<file path="config.mk">
export PLATFORM = sky130hd
export DESIGN_NAME = hmac_req_arbiter_flat
export DESIGN_NICKNAME = d
export VERILOG_FILES = /design/src/rtl/hmac_req_arbiter_pkg.sv /design/src/rtl/hmac_req_arbiter_if.sv /design/src/rtl/hmac_req_arbiter_rr_arbiter.sv /design/src/rtl/hmac_req_arbiter.sv /design/src/flat_wrapper.sv
export SDC_FILE = /design/constraint.sdc
export NUM_CORES = 1
export LEC_CHECK = 0
export CAP_MARGIN = 20
export CORE_AREA = 2 2 474 476
export DETAILED_ROUTE_END_ITERATION = 10
export DIE_AREA = 0 0 476 478
export GPL_ROUTABILITY_DRIVEN = 0
export SLEW_MARGIN = 5
export SYNTH_ARGS = -nofsm -noshare
export SYNTH_HDL_FRONTEND = slang
export SYNTH_SLANG_ARGS = --single-unit
</file>
<file path="constraint.sdc">
create_clock -name clk -period 2.6 [get_ports clk]
set_input_delay 0.52 -clock clk [delete_from_list [all_inputs] [get_ports clk]]
set_output_delay 0.52 -clock clk [all_outputs]
set_load 0.005 [all_outputs]
</file>
<file path="src/rtl/hmac_req_arbiter_pkg.sv">
// Shared state encoding and width constants for the HMAC requester arbiter.
package hmac_arb_pkg;

    localparam int WORD_W          = 32;
    localparam int HMAC_W          = 512;
    localparam int DEFAULT_TIMEOUT = 4096;

    typedef enum logic [1:0] {
        S_IDLE   = 2'd0,
        S_START  = 2'd1,
        S_STREAM = 2'd2,
        S_WAIT   = 2'd3
    } arb_state_e;

endpackage

</file>
<file path="src/rtl/hmac_req_arbiter_if.sv">
// Message/result port of the shared HMAC engine; the arbiter is master, the engine is slave.
interface hmac_req_arbiter_if;
    import hmac_arb_pkg::*;

    logic              start_hmac;
    logic [WORD_W-1:0] msg_word;
    logic              msg_valid;
    logic              msg_last;
    logic              msg_ready;
    logic [HMAC_W-1:0] hmac_value;
    logic              hmac_done;

    modport master (
        output start_hmac,
        output msg_word,
        output msg_valid,
        output msg_last,
        input  msg_ready,
        input  hmac_value,
        input  hmac_done
    );

    modport slave (
        input  start_hmac,
        input  msg_word,
        input  msg_valid,
        input  msg_last,
        output msg_ready,
        output hmac_value,
        output hmac_done
    );

endinterface

</file>
<file path="src/rtl/hmac_req_arbiter_rr_arbiter.sv">
// Combinational round-robin picker: first active request strictly after ptr, wrapping modulo NUM_REQ.
module rr_arbiter #(
    parameter int NUM_REQ = 4,
    parameter int IDX_W   = $clog2(NUM_REQ)
) (
    input  logic [NUM_REQ-1:0] req,
    input  logic [IDX_W-1:0]   ptr,
    output logic [NUM_REQ-1:0] gnt_next,
    output logic [IDX_W-1:0]   gnt_idx
);

    localparam logic [IDX_W:0] NUM_REQ_W = (IDX_W+1)'(NUM_REQ);

    logic [IDX_W:0]   sum;
    logic [IDX_W-1:0] cand_idx;
    logic             found;

    // ptr itself is visited last, so the previous winner has lowest priority.
    always_comb begin
        gnt_next = '0;
        gnt_idx  = '0;
        found    = 1'b0;
        sum      = '0;
        cand_idx = '0;
        for (int i = 1; i <= NUM_REQ; i++) begin
            sum      = {1'b0, ptr} + (IDX_W+1)'(i);
            cand_idx = IDX_W'((sum >= NUM_REQ_W) ? (sum - NUM_REQ_W) : sum);
            if (!found && req[cand_idx]) begin
                found              = 1'b1;
                gnt_next[cand_idx] = 1'b1;
                gnt_idx            = cand_idx;
            end
        end
    end

endmodule

</file>
<file path="src/rtl/hmac_req_arbiter.sv">
// Shares the HMAC engine message port among NUM_REQ requesters: arbitration, sequencing, watchdog, result return.
module hmac_req_arbiter
    import hmac_arb_pkg::*;
#(
    parameter int NUM_REQ = 4,
    parameter int TIMEOUT = DEFAULT_TIMEOUT
) (
    input  logic                      clk,
    input  logic                      rst_n,
    input  logic                      key_valid,
    input  logic [NUM_REQ-1:0]        req,
    output logic [NUM_REQ-1:0]        gnt,
    input  logic [NUM_REQ*WORD_W-1:0] req_msg_word,
    input  logic [NUM_REQ-1:0]        req_msg_valid,
    input  logic [NUM_REQ-1:0]        req_msg_last,
    output logic [NUM_REQ-1:0]        req_msg_ready,
    output logic [NUM_REQ-1:0]        rsp_done,
    output logic [NUM_REQ-1:0]        rsp_err,
    output logic [HMAC_W-1:0]         rsp_hmac,
    output logic                      busy,
    hmac_req_arbiter_if.master        eng
);

    localparam int IDX_W = $clog2(NUM_REQ);
    localparam int WD_W  = $clog2(TIMEOUT + 1);
    localparam logic [WD_W-1:0] WD_LIMIT = WD_W'(TIMEOUT);

    arb_state_e state, state_d;

    logic [IDX_W-1:0]   ptr, ptr_d;
    logic [IDX_W-1:0]   gidx, gidx_d;
    logic [NUM_REQ-1:0] gnt_d;
    logic [NUM_REQ-1:0] done_d, err_d;
    logic [HMAC_W-1:0]  hmac_d;
    logic               start_q, start_d;
    logic               busy_d;
    logic [WD_W-1:0]    wd_cnt, wd_d, wd_inc;

    logic [NUM_REQ-1:0] arb_gnt;
    logic [IDX_W-1:0]   arb_idx;
    logic [WORD_W-1:0]  word_arr [NUM_REQ];
    logic               streaming;
    logic               beat;

    rr_arbiter #(
        .NUM_REQ (NUM_REQ),
        .IDX_W   (IDX_W)
    ) u_rr_arbiter (
        .req      (req),
        .ptr      (ptr),
        .gnt_next (arb_gnt),
        .gnt_idx  (arb_idx)
    );

    always_comb begin
        for (int i = 0; i < NUM_REQ; i++) begin
            word_arr[i] = req_msg_word[i*WORD_W +: WORD_W];
        end
    end

    // Message path is a pure mux so the engine sees the granted requester with no added latency.
    assign streaming     = (state == S_STREAM);
    assign eng.msg_word  = streaming ? word_arr[gidx] : '0;
    assign eng.msg_valid = streaming & (|(req_msg_valid & gnt));
    assign eng.msg_last  = streaming & (|(req_msg_last & gnt));
    assign req_msg_ready = streaming ? (gnt & {NUM_REQ{eng.msg_ready}}) : '0;
    assign eng.start_hmac = start_q;
    assign beat          = eng.msg_valid & eng.msg_ready;

    // Watchdog saturates at the limit so it can never wrap back into range.
    assign wd_inc = (wd_cnt == WD_LIMIT) ? wd_cnt : (wd_cnt + WD_W'(1));

    always_ff @(posedge clk) begin
        if (!rst_n) begin
            state <= S_IDLE;
        end else begin
            state <= state_d;
        end
    end

    always_comb begin
        state_d = state;
        gnt_d   = gnt;
        gidx_d  = gidx;
        ptr_d   = ptr;
        wd_d    = wd_cnt;
        start_d = 1'b0;
        done_d  = '0;
        err_d   = '0;
        hmac_d  = rsp_hmac;

        // Losing the key invalidates any transaction in flight, including one finishing this cycle.
        if ((state != S_IDLE) && !key_valid) begin
            err_d   = gnt;
            gnt_d   = '0;
            ptr_d   = gidx;
            state_d = S_IDLE;
        end else begin
            case (state)
                S_IDLE: begin
                    if (key_valid && (|req)) begin
                        gnt_d   = arb_gnt;
                        gidx_d  = arb_idx;
                        start_d = 1'b1;
                        state_d = S_START;
                    end
                end
                S_START: begin
                    state_d = S_STREAM;
                end
                S_STREAM: begin
                    if (beat && eng.msg_last) begin
                        wd_d    = '0;
                        state_d = S_WAIT;
                    end
                end
                S_WAIT: begin
                    wd_d = wd_inc;
                    if (eng.hmac_done) begin
                        hmac_d  = eng.hmac_value;
                        done_d  = gnt;
                        gnt_d   = '0;
                        ptr_d   = gidx;
                        state_d = S_IDLE;
                    end else if (wd_inc == WD_LIMIT) begin
                        err_d   = gnt;
                        gnt_d   = '0;
                        ptr_d   = gidx;
                        state_d = S_IDLE;
                    end
                end
                default: begin
                    state_d = S_IDLE;
                end
            endcase
        end

        busy_d = (state_d != S_IDLE);
    end

    always_ff @(posedge clk) begin
        if (!rst_n) begin
            gnt      <= '0;
            gidx     <= '0;
            ptr      <= IDX_W'(NUM_REQ - 1);
            wd_cnt   <= '0;
            start_q  <= 1'b0;
            rsp_done <= '0;
            rsp_err  <= '0;
            rsp_hmac <= '0;
            busy     <= 1'b0;
        end else begin
            gnt      <= gnt_d;
            gidx     <= gidx_d;
            ptr      <= ptr_d;
            wd_cnt   <= wd_d;
            start_q  <= start_d;
            rsp_done <= done_d;
            rsp_err  <= err_d;
            rsp_hmac <= hmac_d;
            busy     <= busy_d;
        end
    end

endmodule

</file>
<file path="src/flat_wrapper.sv">
// flat-port wrapper written by rule: the top's interface ports become plain ports
module hmac_req_arbiter_flat import hmac_arb_pkg::*;
#(
    parameter int NUM_REQ = 4,
    parameter int TIMEOUT = DEFAULT_TIMEOUT
)
  (clk, rst_n, key_valid, req, gnt, req_msg_word, req_msg_valid, req_msg_last, req_msg_ready, rsp_done, rsp_err, rsp_hmac, busy, eng_start_hmac, eng_msg_word, eng_msg_valid, eng_msg_last, eng_msg_ready, eng_hmac_value, eng_hmac_done);
  hmac_req_arbiter_if eng_i ();
  input  logic clk;
  input  logic rst_n;
  input  logic key_valid;
  input  logic [NUM_REQ-1:0] req;
  output logic [NUM_REQ-1:0] gnt;
  input  logic [NUM_REQ*WORD_W-1:0] req_msg_word;
  input  logic [NUM_REQ-1:0] req_msg_valid;
  input  logic [NUM_REQ-1:0] req_msg_last;
  output logic [NUM_REQ-1:0] req_msg_ready;
  output logic [NUM_REQ-1:0] rsp_done;
  output logic [NUM_REQ-1:0] rsp_err;
  output logic [HMAC_W-1:0] rsp_hmac;
  output logic busy;
  output wire logic [$bits(eng_i.start_hmac)-1:0] eng_start_hmac;
  output wire logic [$bits(eng_i.msg_word)-1:0] eng_msg_word;
  output wire logic [$bits(eng_i.msg_valid)-1:0] eng_msg_valid;
  output wire logic [$bits(eng_i.msg_last)-1:0] eng_msg_last;
  input wire logic [$bits(eng_i.msg_ready)-1:0] eng_msg_ready;
  input wire logic [$bits(eng_i.hmac_value)-1:0] eng_hmac_value;
  input wire logic [$bits(eng_i.hmac_done)-1:0] eng_hmac_done;
  assign eng_start_hmac = eng_i.start_hmac;
  assign eng_msg_word = eng_i.msg_word;
  assign eng_msg_valid = eng_i.msg_valid;
  assign eng_msg_last = eng_i.msg_last;
  assign eng_i.msg_ready = eng_msg_ready;
  assign eng_i.hmac_value = eng_hmac_value;
  assign eng_i.hmac_done = eng_hmac_done;
  hmac_req_arbiter #(.NUM_REQ(NUM_REQ), .TIMEOUT(TIMEOUT)) u_core (.clk(clk), .rst_n(rst_n), .key_valid(key_valid), .req(req), .gnt(gnt), .req_msg_word(req_msg_word), .req_msg_valid(req_msg_valid), .req_msg_last(req_msg_last), .req_msg_ready(req_msg_ready), .rsp_done(rsp_done), .rsp_err(rsp_err), .rsp_hmac(rsp_hmac), .busy(busy), .eng(eng_i));
endmodule
</file>
==> results.toml <==
[grt]
busiest_layer = "met2"
met1_usage = 0.151
grt_pass1_wl_mm = 229
grt_use_met2 = 0.242
grt_max_degree = 111
grt.overflow.total = 0
grtUsageMet3 = 0.112
grt_pass1_vias = 23400
antenna_found_initial = 185
globalRouteTotalUtil = 0.154

[routing]
wl_per_cell_um = 26.8
routed_via_density = 3.53
antenna_left = 0
via_count = 24200
drtIter0Drc = 1369
drt-pass1-iter-count = 5
wl_mm = 184
drc = 0

[clocking]
clk_pin_slew_ns = 0.06
cts_buffers = 74
clockBufferDepth = 3
cts_root_buffer = "clkbuf_16"
clk-insertion-delay-late_ns = 0.71
cts.sinks = 545
h-tree-depth = 3
cts_tree = "yes"

[synthesis]
synth_flop_cell = "dfxtp_1"
netlist_area_sq_um = 20500
synth.largest_area_cell = "dfxtp_1"
netlist_top_cells_area = "dfxtp_1 53%, nand2_1 19%, a21oi_1 13%"
synth_top_area_frac = 0.533
ys_types = 55
synth_cells = 2570
synth_seq_cells = 545
synth-edff-count = 0
synth_fp_nets = 3236
yosysWarningCount = 0
avgSynthCellArea_sq_um = 7.97
ys_async_sr_fraction = 0
yosysSeqAreaShare = 0.533

[die]
core.rowCount = 174
design.portCount = 1221
die_w_um = 476
die_h_um = 478
initial_core_util = 0.0918
coreArea_sq_um = 223000
dieArea_sq_um = 228000

[pwr]
leakagePower_nw = 12.8
pwr-share-seq = 0.395
p_int_w = 0.0160
clockPowerShare = 0.510
comb_power_share = 0.094
swShare = 0.250
switching_power_w = 0.00531
peakVddDrop_uv = 492
power_density_nw_per_um2 = 537
total_power_w = 0.0213

[timing]
period_needed_ns = 2.85
maxSlewHeadroom = 0.575
fmax_mhz = 351
clock_skew_ns = 0.0480
period_share = 1.10
tightest_slew_ns = 0.639
rsz0062_at_grt = "true"
setup_viol_count_final = 32
report.final.slew_viol_count = 0
fin_ws_ns = -0.249
finalHoldViolations = 0

[critical_path]
endpoint_kind = "primary output"
required_ns = 2.08
crit_chain = "buf_6, buf_4, mux4_2, and2_4, buf_2"
critical_path_class = "register to primary output"
cp_max_fo = 5
arrival_ns = 2.33
slowest_stage = "mux4_2"
cpPeakStageDelay_ns = 0.54
critPathLaunchType = "register"

[run_status]
violations = "setup timing"
status = "finished with violations"

[cells_and_area]
fin_cells = 6857
multi_input_area_sq_um = 8840
regArea_sq_um = 10900
layout.nets = 4432
fill_cells = 24900
area_growth_pct = 93.6
drive_gt1_frac = 0.0925

[placement]
dp_hpwl_mm = 158
io_buffers = 1220
place_inst = 6654

[run]
max_cap_violations = 0

[min_path]
hold_path_class = "input pin to register"
[metrics by stage]
stage	setup slack (ns)	TNS, ns	area (sq um)	hold WS, ns	utilization
after floorplan	0.148	0	20500	0.453	-
after global placement	-0.368	-3.01	36500	0.441	0.164
after detailed placement	-0.349	-2.91	36500	0.446	0.164
after CTS	-0.405	-10.04	39600	0.248	0.177
after global routing	-0.337	-8.21	39600	0.289	0.178
final	-0.249	-5.15	39700	0.351	0.178
[power by group through the flow]
stage                     clock network (W)  registers (W)  logic [W]
after floorplan                           0        0.00859   0.000453
after global placement                    0        0.00859    0.00186
after detailed placement                  0        0.00859    0.00186
after CTS                            0.0113        0.00841    0.00201
after global routing                 0.0115        0.00841    0.00210
final                                0.0109        0.00841    0.00201
[cells in the mapped netlist (2+ instances only)]
master	n
nand2b_1	5
a41o_1	3
o21ai_0	22
xor2_1	2
nand2_1	1051
nand3b_1	2
a31oi_1	6
mux2i_1	5
ha_1	9
nor3_2	2
a221o_1	2
nor2_1	29
mux4_2	33
a31o_2	4
inv_1	6
a21boi_0	2
mux2_2	2
dfxtp_1	545
a21oi_1	531
a221oi_1	3
and2_1	36
nand4_1	5
clkbuf_1	141
and3_1	11
o21ai_1	2
a211o_1	4
buf_2	58
nor3_1	6
a22o_1	3
or2_2	2
nand3_1	14
[kinds of logic (layout without fill, tap and decap cells)]
logic type | after synthesis | count (layout) | synth area share
compound gates | 592 | 592 | 0.151
xor+xnor | 3 | 3 | 0.00128
fa+ha+maj | 9 | 9 | 0.00550
buf+inv | 207 | 1465 | 0.0418
flops | 545 | 545 | 0.533
mux | 40 | 40 | 0.0398
other cells | 0 | 37 | 0
simple gates | 1174 | 1174 | 0.228
[worst max-delay path: cells and delay by family, from the launching register on]
kind          cells  cell delay [ns]
buf+inv           3             0.48
flops             1             0.41
mux               1             0.54
simple gates      1             0.19
[state kept, by name, indices dropped and copies added (netlist names)]
name and count:
u_core.eng.start_hmac 1, u_core.gnt 4, u_core.rsp_err 4, u_core.rsp_hmac 512, u_core.wd_cnt 13, u_core.gidx 2
u_core.busy 1, u_core.rsp_done 4, u_core.state 2, u_core.ptr 2
[final timing paths]
path | from | end | slack [ns] | cells past startpoint
hold reg to reg | u_core.rsp_hmac[16] | u_core.rsp_hmac[16] | 0.45 | 2
setup reg to reg | u_core.wd_cnt[4] | u_core.ptr[0] | 0.18 | 7
setup / recovery | u_core.gidx[0] | eng_msg_word[8] | -0.25 | 5
hold / removal | eng_hmac_value[260] | u_core.rsp_hmac[260] | 0.35 | 3
[cells in the final DEF, fill, tap and decap left out, drive strengths merged, types with 4 or more instances in the layout]
| cell type | n |
|---|---|
| mux2i | 5 |
| clkdlybuf4s50 | 1177 |
| and3 | 11 |
| dlygate4sd2 | 7 |
| and2 | 38 |
| ha | 9 |
| a31o | 4 |
| buf | 134 |
| clkbuf | 110 |
| dfxtp | 545 |
| a211o | 4 |
| nor3 | 8 |
| a31oi | 6 |
| mux4 | 33 |
| nor2 | 29 |
| clkinvlp | 5 |
| nand4 | 6 |
| clkinv | 14 |
| diode | 37 |
| o21ai | 24 |
| nand2 | 1051 |
| a21oi | 531 |
| nand2b | 5 |
| inv | 14 |
| bufinv | 4 |
| nand3 | 15 |
| a221oi | 4 |
[final cells by class]
class                           count  share of cell area
Antenna cell                       37             0.00233
Clock buffer                      108              0.0547
Clock inverter                     30              0.0107
Inverter                            7            0.000852
Multi-Input combinational cell   1818               0.223
Sequential cell                   545               0.276
Tap cell                         2992              0.0944
Timing Repair Buffer             1320               0.338
[metal layers]
layer,share of wire,vias to the layer above
met3,0.17,459
met2,0.44,1505
li1,-,10900
met5,0.0019,-
met4,0.056,52
met1,0.34,11300
[what timing repair did]
item,CTS,global route
hold buffers,0,0
buffers inserted,22,7
endpoints found under the setup margin,40,35
gates resized for setup,196,11
pin swaps,28,0
gates cloned,2,0
Power figures use the tool's default switching activity.
